File: config.mk
export PLATFORM = sky130hd
export DESIGN_NAME = uart_tx_arbiter_flat
export DESIGN_NICKNAME = d
export VERILOG_FILES = /design/src/rtl/uart_tx_arbiter_if.sv /design/src/rtl/uart_tx_arbiter.sv /design/src/flat_wrapper.sv
export SDC_FILE = /design/constraint.sdc
export NUM_CORES = 1
export LEC_CHECK = 0
export CORE_MARGIN = 4
export CORE_UTILIZATION = 45
export CTS_CLUSTER_SIZE = 24
export DETAILED_ROUTE_END_ITERATION = 8
export GPL_TIMING_DRIVEN = 0
export PLACE_DENSITY = 0.92
export SYNTH_ARGS = -nofsm -noshare
export SYNTH_HDL_FRONTEND = slang
export SYNTH_SLANG_ARGS = --single-unit
File: constraint.sdc
create_clock -name clk -period 3.6 [get_ports clk]
set_input_delay 0.72 -clock clk [delete_from_list [all_inputs] [get_ports clk]]
set_output_delay 0.72 -clock clk [all_outputs]
set_load 0.03 [all_outputs]
File: src/rtl/uart_tx_arbiter_if.sv
// rtl/uart_tx_arbiter_if.sv - requester-side handshake bundle for uart_tx_arbiter
interface uart_tx_arbiter_if #(
  parameter int NUM_REQ = 4
);
  logic [NUM_REQ-1:0]   req_valid;
  logic [8*NUM_REQ-1:0] req_data;
  logic [NUM_REQ-1:0]   req_ready;

  modport master (output req_valid, output req_data, input  req_ready);
  modport slave  (input  req_valid, input  req_data, output req_ready);
endinterface

File: src/rtl/uart_tx_arbiter.sv
// rtl/uart_tx_arbiter.sv - shares one busy-less UART transmitter among NUM_REQ byte clients
// UART_TX_ARB_FIXED_PRIO_EN selects fixed lowest-index priority instead of round-robin.
module uart_tx_arbiter #(
  parameter  int NUM_REQ      = 4,
  parameter  int FRAME_CYCLES = 14,
  localparam int IDW          = $clog2(NUM_REQ),
  localparam int CW           = $clog2(FRAME_CYCLES) + 1
) (
  input  logic               clk,
  input  logic               rst_n,
  uart_tx_arbiter_if.slave   req,
  output logic               tx_enable,
  output logic               tx_start,
  output logic [7:0]         tx_data,
  output logic [IDW-1:0]     grant_id,
  output logic               busy
);

  typedef enum logic [1:0] {S_FLUSH, S_IDLE, S_LAUNCH, S_WAIT} state_t;

  state_t           state, state_nxt;
  logic             flush_done;
  logic [CW-1:0]    frame_cnt;
  logic [IDW-1:0]   win;
  logic             found;
  logic             take;

`ifdef UART_TX_ARB_FIXED_PRIO_EN
  // Descending scan so the lowest valid index is the last assignment.
  always_comb begin
    win   = '0;
    found = 1'b0;
    for (int i = NUM_REQ - 1; i >= 0; i--) begin
      if (req.req_valid[i]) begin
        win   = IDW'(i);
        found = 1'b1;
      end
    end
  end
`else
  logic [IDW-1:0] rr_ptr;

  // Scan offsets far-to-near from rr_ptr+1 so the nearest valid index wins.
  always_comb begin
    int             idx;
    logic [IDW-1:0] idx_w;
    idx   = 0;
    idx_w = '0;
    win   = '0;
    found = 1'b0;
    for (int k = NUM_REQ; k >= 1; k--) begin
      idx = int'(rr_ptr) + k;
      if (idx >= NUM_REQ) idx = idx - NUM_REQ;
      idx_w = idx[IDW-1:0];
      if (req.req_valid[idx_w]) begin
        win   = idx_w;
        found = 1'b1;
      end
    end
  end

  always_ff @(posedge clk or negedge rst_n) begin
    if (!rst_n) begin
      rr_ptr <= IDW'(NUM_REQ - 1);
    end else if (take) begin
      rr_ptr <= win;
    end
  end
`endif

  assign take = (state == S_IDLE) && found;

  always_comb begin
    state_nxt     = state;
    req.req_ready = '0;
    case (state)
      S_FLUSH:  if (flush_done) state_nxt = S_IDLE;
      S_IDLE: begin
        if (found) begin
          state_nxt     = S_LAUNCH;
          req.req_ready = {{(NUM_REQ-1){1'b0}}, 1'b1} << win;
        end
      end
      S_LAUNCH: state_nxt = S_WAIT;
      S_WAIT:   if (frame_cnt == CW'(1)) state_nxt = S_IDLE;
      default:  state_nxt = S_FLUSH;
    endcase
  end

  // Outputs are registered off next state so they change cleanly at the edge.
  always_ff @(posedge clk or negedge rst_n) begin
    if (!rst_n) begin
      state      <= S_FLUSH;
      flush_done <= 1'b0;
      frame_cnt  <= '0;
      tx_data    <= '0;
      grant_id   <= '0;
      tx_enable  <= 1'b1;
      tx_start   <= 1'b0;
      busy       <= 1'b1;
    end else begin
      state      <= state_nxt;
      flush_done <= (state == S_FLUSH);
      tx_enable  <= (state_nxt == S_FLUSH);
      tx_start   <= (state_nxt == S_LAUNCH);
      busy       <= (state_nxt != S_IDLE);
      if (state == S_LAUNCH) begin
        frame_cnt <= CW'(FRAME_CYCLES - 2);
      end else if (state == S_WAIT) begin
        frame_cnt <= frame_cnt - CW'(1);
      end
      if (take) begin
        tx_data  <= req.req_data[{win, 3'b000} +: 8];
        grant_id <= win;
      end
    end
  end

endmodule

File: src/flat_wrapper.sv
// flat-port wrapper written by rule: the top's interface ports become plain ports
module uart_tx_arbiter_flat 
#(
  parameter  int NUM_REQ      = 4,
  parameter  int FRAME_CYCLES = 14,
  localparam int IDW          = $clog2(NUM_REQ),
  localparam int CW           = $clog2(FRAME_CYCLES) + 1
)
  (clk, rst_n, tx_enable, tx_start, tx_data, grant_id, busy, req_req_valid, req_req_data, req_req_ready);
  uart_tx_arbiter_if #(.NUM_REQ(NUM_REQ)) req_i ();
  input  logic clk;
  input  logic rst_n;
  output logic tx_enable;
  output logic tx_start;
  output logic [7:0] tx_data;
  output logic [IDW-1:0] grant_id;
  output logic busy;
  input wire logic [$bits(req_i.req_valid)-1:0] req_req_valid;
  input wire logic [$bits(req_i.req_data)-1:0] req_req_data;
  output wire logic [$bits(req_i.req_ready)-1:0] req_req_ready;
  assign req_i.req_valid = req_req_valid;
  assign req_i.req_data = req_req_data;
  assign req_req_ready = req_i.req_ready;
  uart_tx_arbiter #(.NUM_REQ(NUM_REQ), .FRAME_CYCLES(FRAME_CYCLES)) u_core (.clk(clk), .rst_n(rst_n), .req(req_i), .tx_enable(tx_enable), .tx_start(tx_start), .tx_data(tx_data), .grant_id(grant_id), .busy(busy));
endmodule
# Yosys cells after proc, flatten, opt, wreduce, memory -nomap -nowiden
# Index checks and enable logic that the tools add are counted.
# totals
ff_bits,23
inputBits,38
output_inout_bits,17
elab_cells,66
# classes
add_sub_neg,9
magnitude_cmp,8
eq_ne,6
shifts,2
mux,28
n_reduce_logical,4
# op_table
operator,n
$shiftx A32 B6 Y8,1
$mux W2,11
$lt A2 B3 Y1 const B,4
$mux W5,2
$ge A3 B3 Y1 const B,3
$bmux W1 S2,4
$mux W1,8
$mux W4,2
$pmux W2 S4,1
$sub A2 B1 Y2 const B,4
$add A2 B2 Y3 const B,2
$eq A2 B2 Y1 const B,3
$eq A5 B1 Y1 const B,1
$sub A5 B1 Y5 const B,1
$add A2 B3 Y4 const B,1
$ge A4 B3 Y1 const B,1
$logic_not A2 Y1,2
$shl A1 B2 Y4 const A,1
$add A2 B1 Y3 const B,1
$eq A2 B1 Y1 const B,1
$ne A2 B1 Y1 const B,1
$reduce_bool A2 Y1,1
$logic_and A1 B1 Y1,1

# Depth between registers and ports, before layout
# Gate-level depths: netlist (run 1).
# depth
depth_word,12
mapped_depth,6
depth_no_buf,6

# Least setup slack after synthesis (run 1)
# No wires, ideal clock.
# synth_timing
path_kind,input port to output port
from,in req_req_valid[1]
to,out req_req_ready[2]
arrival_time_ps,1937
t_required_ps,2880
setup_slack_ps,943
stages,5
n_path_buf,1
path_cell_list,a21o_1 -> a31o_2 -> clkbuf_1 -> or2_2 -> nor2_1
# synth_between
elab_chain_len,9
elab_cells_between_ends,19
classes_between,1 x shift; 18 x mux
# synth_rtl
element,line_no,source
"start, declared",flat_wrapper.sv:18,input wire logic [$bits(req_i.req_valid)-1:0] req_req_valid;
$bmux W1 S2,uart_tx_arbiter.sv:55,if (req.req_valid[idx_w]) begin
$mux W1 (implied by the code),uart_tx_arbiter.sv:55,
$mux W2 (4 in a row),uart_tx_arbiter.sv:55,
$shl A1 B2 Y4,uart_tx_arbiter.sv:81,"req.req_ready = {{(NUM_REQ-1){1'b0}}, 1'b1} << win;"
$mux W4 (*),uart_tx_arbiter.sv:79,if (found) begin
$mux W4 (*),uart_tx_arbiter.sv:76,case (state)
"end, declared",flat_wrapper.sv:20,output wire logic [$bits(req_i.req_ready)-1:0] req_req_ready;
# Every way passes the cells marked *; elsewhere a longest branch is shown, timed or not. The select of a mux whose other input is x is not followed.

# Worst setup path after layout (run 1)
# layout_timing
from,in req_req_valid[0]
to,out req_req_ready[1]
# Same word-level chain as after synthesis.

==> reports/results.txt, run 1 <==
The detail route stage leaves a number of antenna-violating nets equal to 0. The share of Yosys cell area claimed by the top area cell type is 37.0%, and the detailed router's first-iteration violation count is 39. Clock latency on the worst-skew pair, taken at its later pin, is 0.32 ns. The total buffers and inverters traversed by the critical path was 4; the maximum ir drop on the vdd rail was 0.428 mV.

The first global-routing pass estimated 5.75 mm of wire. Leaving out fill and tap cells, the most frequent cell in the layout is sky130_fd_sc_hd__clkdlybuf4s50_1. For the pin with the worst max-slew slack, the measured transition is 0.981 ns.

The core region is 2730 um2. At the end of routability-driven placement, the weighted congestion stood at 0.776. The tools report the number of remaining DRC errors as 0. Standard cell with the maximum stage delay on the critical path: sky130_fd_sc_hd__clkdlybuf4s50_1.

Before antenna repair, the detailed router went through 4 iterations. The final count of hold timing violations is 0, and the count of input and output buffers is 54. The mapped netlist covers 1280 um2.

Summing the sequential cell areas from Yosys gives 45.2% of the chip area. Aggregate global-route resource usage: 20.5%. The number of antenna violations at the first check in global routing was 0; the ratio of cells with drive above 1 in the final layout was 9.42%.

TritonCTS built the clock tree. The I/O pin count was 55; the number of buffers added by the clock tree synthesis step was 3. The signal on the critical path passes through clkdlybuf4s50_1 > clkinv_1 > a31o_2 > inv_2 > nand2_1 > nor2_1 > dlygate4sd2_1. Once the floorplan was initialized, standard cells occupied 47.0% of the core. On the critical path the largest part of the delay comes from buffers and inverters.

The setup slack of the critical path after layout is 0.149 ns, and the largest net degree at the start of global routing is 24. The run gives 0 as the count of endpoints failing setup in the final report. The flow ran to the end, and the final reports show no timing, DRC or antenna violations. Static timing analysis puts the maximum clock frequency at 290 MHz. Across the run, the number of max-cap violations was 0.

In the final layout, the multi-input gates occupy 642 um2. Leaving out fill and tap cells, the most frequent cells in the layout are sky130_fd_sc_hd__clkdlybuf4s50_1, sky130_fd_sc_hd__dfrtp_1, sky130_fd_sc_hd__nor2_1. When the netlist entered floorplanning its net count stood at 173. The tools report the post-placement setup slack as -0.0973 ns.

The tools report the worst slew slack as a fraction of its limit as 34.4%. Using the TritonRoute via totals, the vias-per-cell ratio works out to 5.57. Registers take 581 um2. The final route contains 1237 vias. In this design, the stage delay of the slowest critical-path cell is 0.50 ns.

Number of unique standard cell types used by synthesis: 31. For the CTS H-tree depth, the log shows 1. The endpoint class of the critical path is an output port.

For the number of max-slew violations in the final report, the log shows 0. Fill cells in the final layout number 212. The repair_antennas step left the layout with diodes totalling 0. In this run the static leakage power is 0.816 nW. A synthesized cell averages 9.65 um2. The initialized floorplan defines 19 standard-cell rows. The synthesis-to-finish area growth works out to 46.9%.

The clock slew at the register clock pins of the worst setup and hold paths works out to 0.13 ns. The maximum fanout along the worst path was 9. After detailed routing, the average wire length per cell comes to 15.3 um.

The setup path with the least slack is of type input port to output port. Global routing finished with a remaining overflow of 0. The run gives 1.41 mW as the total power. The number of nets at the end of the flow is 232, and the number of flops mapped to enable cells by yosys is 0.

The worst hold path belongs to the class flip-flop to flip-flop. The height of the die was 61.4 um. Startpoint kind of the worst setup timing path: an input port.

Counting every sink on the clock net gives 23. Of all flip-flops after synthesis, the portion carrying an async set or reset was 100%. For the post-synthesis instance total, the log shows 133. The library cell with the largest summed area after synthesis was sky130_fd_sc_hd__dfrtp_1. The die covers 3770 um2.

The data required time of the worst path is 2.88 ns, and the share of the clock period used by the worst path after layout is 95.9%. Sorting the synthesized cells by area gives the leading types as sky130_fd_sc_hd__dfrtp_1, sky130_fd_sc_hd__a211oi_1, sky130_fd_sc_hd__dfstp_2. In the synthesized netlist the dominant register cell turns out to be sky130_fd_sc_hd__dfrtp_1.

Setup repair after global routing left no endpoint under its margin. From left edge to right edge, the die measures 61.4 um. The run gives 3.40 mm as the aggregate routed wire length. The total power per unit cell area was 746 nW/um2. The tools report the warning count from the yosys run as 0. The number of global-route vias before repair is 1362, and the minimum clock period after layout is 3.45 ns. The HPWL after detailed placement is 2.76 mm.

CTS placed an instance of sky130_fd_sc_hd__clkbuf_4 at the clock tree root. Clock skew on the completed layout was measured at 0.00365 ns. The clock passes through at most 2 buffers. At the worst endpoint, the arrival time is 2.73 ns. For the post-cts hold buffer count, the log shows 0. After synthesis the netlist holds a flip-flop and latch count of 23.
-- routing by layer --
layer,up-vias,part of all wire [%],GRT usage (%)
met4,0,1.8,8.79
met3,7,5.8,2.94
met5,-,0,0
met2,49,55,38.2
li1,595,-,-
met1,586,38,23.0
-- cell type report --
type | instances | share of cell area [%]
multi-input combinational | 95 | 34.0
sequential | 23 | 30.8
timing repair buffer | 54 | 28.4
inverter | 11 | 2.19
tap | 31 | 2.06
clock buffer | 3 | 1.19
buffer | 4 | 1.06
clock inverter | 1 | 0.265
-- state kept, by name, indices dropped and copies added (netlist names) --
signal and flops:
u_core.flush_done 1, u_core.state 2, u_core.rr_ptr 2, u_core.grant_id 2
u_core.tx_enable 1, u_core.tx_start 1, u_core.busy 1, u_core.tx_data 8
u_core.frame_cnt 5
-- per-stage QoR --
| stage | instances | setup TNS (ns) | instance area [um2] | hold WS (ns) | util, % |
|---|---|---|---|---|---|
| after floorplan | 133 | 0 | 1280 | 0.370 | - |
| after global placement | 218 | -0.0704 | 1860 | 0.379 | 68.1 |
| after detailed placement | 218 | -0.270 | 1860 | 0.407 | 68.1 |
| after CTS | 222 | 0 | 1890 | 0.427 | 69.0 |
| after global routing | 222 | 0 | 1890 | 0.457 | 69.0 |
| final | 222 | 0 | 1890 | 0.425 | 69.0 |
-- cell usage after synthesis, types with 2 or more instances --
cell	count
sky130_fd_sc_hd__o21ai_0	4
sky130_fd_sc_hd__nor3_1	2
sky130_fd_sc_hd__nand2b_1	3
sky130_fd_sc_hd__dfstp_2	4
sky130_fd_sc_hd__nand3_1	8
sky130_fd_sc_hd__or2_2	2
sky130_fd_sc_hd__clkbuf_1	2
sky130_fd_sc_hd__a21oi_1	5
sky130_fd_sc_hd__inv_1	9
sky130_fd_sc_hd__a221o_1	3
sky130_fd_sc_hd__dfrtp_1	19
sky130_fd_sc_hd__ha_1	2
sky130_fd_sc_hd__a21o_1	2
sky130_fd_sc_hd__nand2_1	8
sky130_fd_sc_hd__a211oi_1	15
sky130_fd_sc_hd__a31o_2	2
sky130_fd_sc_hd__nor2_1	18
sky130_fd_sc_hd__mux2i_1	10
sky130_fd_sc_hd__mux2_1	3
-- power by group --
group / switching, mW / internal, mW / leakage, nW
Combinational: 0.453 / 0.350 / 0.536
Clock: 0.0813 / 0.0416 / 0.0177
Sequential: 0.0931 / 0.388 / 0.262
-- what timing repair did --
action	4_1_cts	5_1_grt
gates resized for setup	4	0
buffers inserted	0	0
endpoints found under the setup margin	4	0
-- path summary, 6_finish.rpt --
check | from | to | slack, ns | depth (start not counted)
setup reg to reg | u_core.rr_ptr[1]$_DFFE_PN1P_ | u_core.tx_data[3]$_DFFE_PN0P_ | 1.51 | 5
setup / recovery | req_req_valid[0] | req_req_ready[1] | 0.15 | 7
hold reg to reg | u_core.flush_done$_DFF_PN0_ | u_core.tx_enable$_DFF_PN1_ | 0.42 | 1
max in group asynchronous | rst_n | u_core.frame_cnt[1]$_DFFE_PN0P_ | 2.08 | 1
hold / removal | u_core.flush_done$_DFF_PN0_ | u_core.tx_enable$_DFF_PN1_ | 0.42 | 1
min in group asynchronous | rst_n | u_core.frame_cnt[4]$_DFFE_PN0P_ | 0.93 | 1
-- logic make-up after synthesis --
group	after synthesis	share of synthesized area [%]
and+or+nand+nor	44	15.8
AOI/OAI and AO/OA	36	21.8
DFF	23	45.2
muxes	13	10.4
adders and majority gates	2	1.95
buffers and inverters	15	4.78
(Power assumes the default switching activity.)
==> inputs of run 2 (changes only) <==
- CAP_MARGIN: default -> 20
==> run 2 against run 1 <==
Compared with the run above:
- global-route usage is the same
- routed wire length rose by 0.47%
- utilization up 0.55 points
- hold slack got worse by 0.0022 ns
- clock skew barely moved
- sequential share of layout area decreased by 0.24 points
- first-iteration DRC count rose by 33%
- critical endpoint unchanged
- count of clock-buffer cells in the layout stayed put
- cell count rose by 0.45%
- combinational power about the same
- total power up 0.18%
- via count unchanged
==> reports/results.txt, run 2 (synthesized netlist as in run 1, its figures left out) <==
The tools report the filler cell count as 212 (unchanged). The largest net degree at the start of global routing came out at 24 (unchanged). The maximum operating frequency is 290 MHz (about the same), and the height of the die is 61.4 um (unchanged). The floorplan core area is 2730 um2 (unchanged), and the total power is 1.41 mW (about the same).

The clock slew at the register clock pins of the worst setup and hold paths is 0.13 ns (about the same), and the placement-stage cell area is 1860 um2 (unchanged). Most frequent cells in the layout: sky130_fd_sc_hd__clkdlybuf4s50_1, sky130_fd_sc_hd__dfrtp_1, sky130_fd_sc_hd__nor2_1 (unchanged). The leakage power summed over all cells is 0.824 nW (was 0.816 nW). The number of nets at the end of the flow came out at 233 (was 232). TritonCTS built the clock tree. The count of endpoints failing setup in the final report was 0 (unchanged). The minimum clock period after layout came out at 3.45 ns (about the same). The I/O pin count is 55 (unchanged). The overflow left after global routing is 0 (unchanged). The width of the chip came out at 61.4 um (unchanged). The worst min-delay path category is flip-flop to flip-flop (unchanged). The synthesis-to-finish area growth was 48.1% (was 46.9%); the final weighted congestion in routability-driven placement was 0.776 (unchanged).

The run gives 2.88 ns (about the same) as the data required time of the worst path. The root buffer cell is sky130_fd_sc_hd__clkbuf_4 (unchanged). The maximum fanout along the worst path is 9 (unchanged), and the number of remaining DRC errors is 0 (unchanged). The aggregate global-route resource usage came out at 20.5% (unchanged). The worst-case clock buffer depth came out at 2 (unchanged). The number of diodes added for antenna fixing is 0 (unchanged), and the clock sink total is 23 (unchanged).

The count of input and output buffers was 54 (unchanged). For the worst slew slack as a fraction of its limit, the log shows 59.1% (was 34.4%). The aggregate routed wire length was 3.41 mm (was 3.40 mm). The signal arrival time at the worst endpoint came out at 2.73 ns (about the same). The class of the most critical setup path was input port to output port (unchanged).

The total power per unit cell area is 742 nW/um2 (was 746 nW/um2). Largest registers: u_core.tx_data (8), u_core.frame_cnt (5) (unchanged). For the area of the die, the log shows 3770 um2 (unchanged). The logs give 0 (unchanged) for the number of maximum-capacitance constraint violations and 5.75 mm (unchanged) for the wire length of the first global-routing pass.

Number of nets still failing antenna checks after routing: 0 (unchanged). The CTS H-tree depth is 1 (unchanged). Commonest non-fill, non-tap cell in the layout: sky130_fd_sc_hd__clkdlybuf4s50_1 (unchanged). The startpoint kind of the worst setup timing path was an input port (unchanged). Insertion delay of the later-clocked pin in the worst-skew pair: 0.32 ns (about the same).

Register with the highest flop count: u_core.tx_data (unchanged). The via count normalized by instance count came out at 5.55 (was 5.57). The logs give 1362 (unchanged) for the number of global-route vias before repair and -0.0973 ns (unchanged) for the post-placement setup slack.

The first-pass detailed-route iteration total is 4 (unchanged), and the final-layout worst hold slack is 0.423 ns (was 0.425 ns). The number of buffers added by the clock tree synthesis step came out at 3 (unchanged). Setup repair after global routing left no endpoint under its margin. The tools report the final worst clock skew as 0.00399 ns (was 0.00365 ns). Endpoint class of the critical path: an output port (unchanged). The total number of vias is 1237 (unchanged). The number of flip-flops under the largest register name works out to 8 (unchanged). The tools report the final setup TNS as 0 ns (unchanged).

The number of max-slew violations in the final report was 0 (unchanged). The detailed router's first-iteration violation count is 52 (was 39). The average wire length per cell after detail routing came out at 15.3 um (about the same). The number of buffers inserted to repair setup after CTS is 0 (unchanged), and the final count of hold timing violations is 0 (unchanged). The run finished with clean final reports. The transition time at the pin with the least slew margin is 0.611 ns (was 0.981 ns).

The ratio of cells with drive above 1 in the final layout is 9.90% (was 9.42%). The setup slack of the critical path after layout was 0.146 ns (was 0.149 ns); the number of core rows was 19 (unchanged). The final design instance area without fill came out at 1900 um2 (was 1890 um2).

The share of the clock period used by the worst path after layout works out to 95.9% (about the same). The maximum ir drop on the vdd rail is 0.429 mV (was 0.428 mV), and the starting utilization of the core area is 47.0% (unchanged). For the number of antenna violations at the first check in global routing, the log shows 0 (unchanged). The half-perimeter wire length of the detailed placement result came out at 2.76 mm (unchanged).
[run 2: cell types whose count changed in the layout (fill, tap and decap cells not counted), sizes merged]
cell | previous run | this run
buf | 2 | 3
[run 2: where the power goes]
| part | internal, mW | switching [mW] |
|---|---|---|
| clock | 0.0416 | 0.0812 |
| combinational | 0.351 | 0.454 |
| sequential | 0.388 | 0.0933 |
| total | 0.781 | 0.629 |
[run 2: path summary, 6_finish.rpt]
path / to / slack, ns / start / cells after the start
worst max-delay path: req_req_ready[1] / 0.15 / req_req_valid[0] / 7
worst min-delay path: u_core.tx_enable$_DFF_PN1_ / 0.42 / u_core.flush_done$_DFF_PN0_ / 1
worst max register to register: u_core.tx_data[3]$_DFFE_PN0P_ / 1.51 / u_core.rr_ptr[1]$_DFFE_PN1P_ / 5
worst min register to register: u_core.tx_enable$_DFF_PN1_ / 0.42 / u_core.flush_done$_DFF_PN0_ / 1
max in group asynchronous: u_core.rr_ptr[0]$_DFFE_PN1P_ / 2.44 / rst_n / 2
min in group asynchronous: u_core.tx_data[4]$_DFFE_PN0P_ / 0.66 / rst_n / 1
[run 2: final cells by class]
cell class | instances | area (um2) | area share (%)
multi-input combinational | 95 | 642 | 33.8
sequential | 23 | 581 | 30.5
timing repair buffer | 55 | 551 | 29.0
inverter | 11 | 41.3 | 2.17
tap | 31 | 38.8 | 2.04
clock buffer | 3 | 22.5 | 1.18
buffer | 4 | 20.0 | 1.05
clock inverter | 1 | 5.00 | 0.263
[run 2: per-layer routing]
metal	GRT usage (%)	vias up	wire (um)
met5	0	-	0
met4	8.79	0	60
met3	2.94	7	200
met2	38.2	51	1850
met1	23.0	582	1300
li1	-	597	-
[run 2: critical path, cell delays in order]
cell	delay, ns
sky130_fd_sc_hd__clkdlybuf4s50_1	0.50
sky130_fd_sc_hd__clkinv_1	0.25
sky130_fd_sc_hd__a31o_2	0.38
sky130_fd_sc_hd__inv_2	0.15
sky130_fd_sc_hd__nand2_1	0.18
sky130_fd_sc_hd__nor2_1	0.14
sky130_fd_sc_hd__dlygate4sd2_1	0.41
[run 2: per-stage QoR]
stage	instances	utilization (%)
global route	223	69.5
detailed placement	218	68.1
finish	223	69.5
global placement	218	68.1
CTS	222	69.0
floorplan	133	-
[run 2: timing repair]
item	CTS	global route
hold buffers	0	0
endpoints found under the hold margin	0	0
setup endpoints to repair	4	0
gates resized for setup	4	0
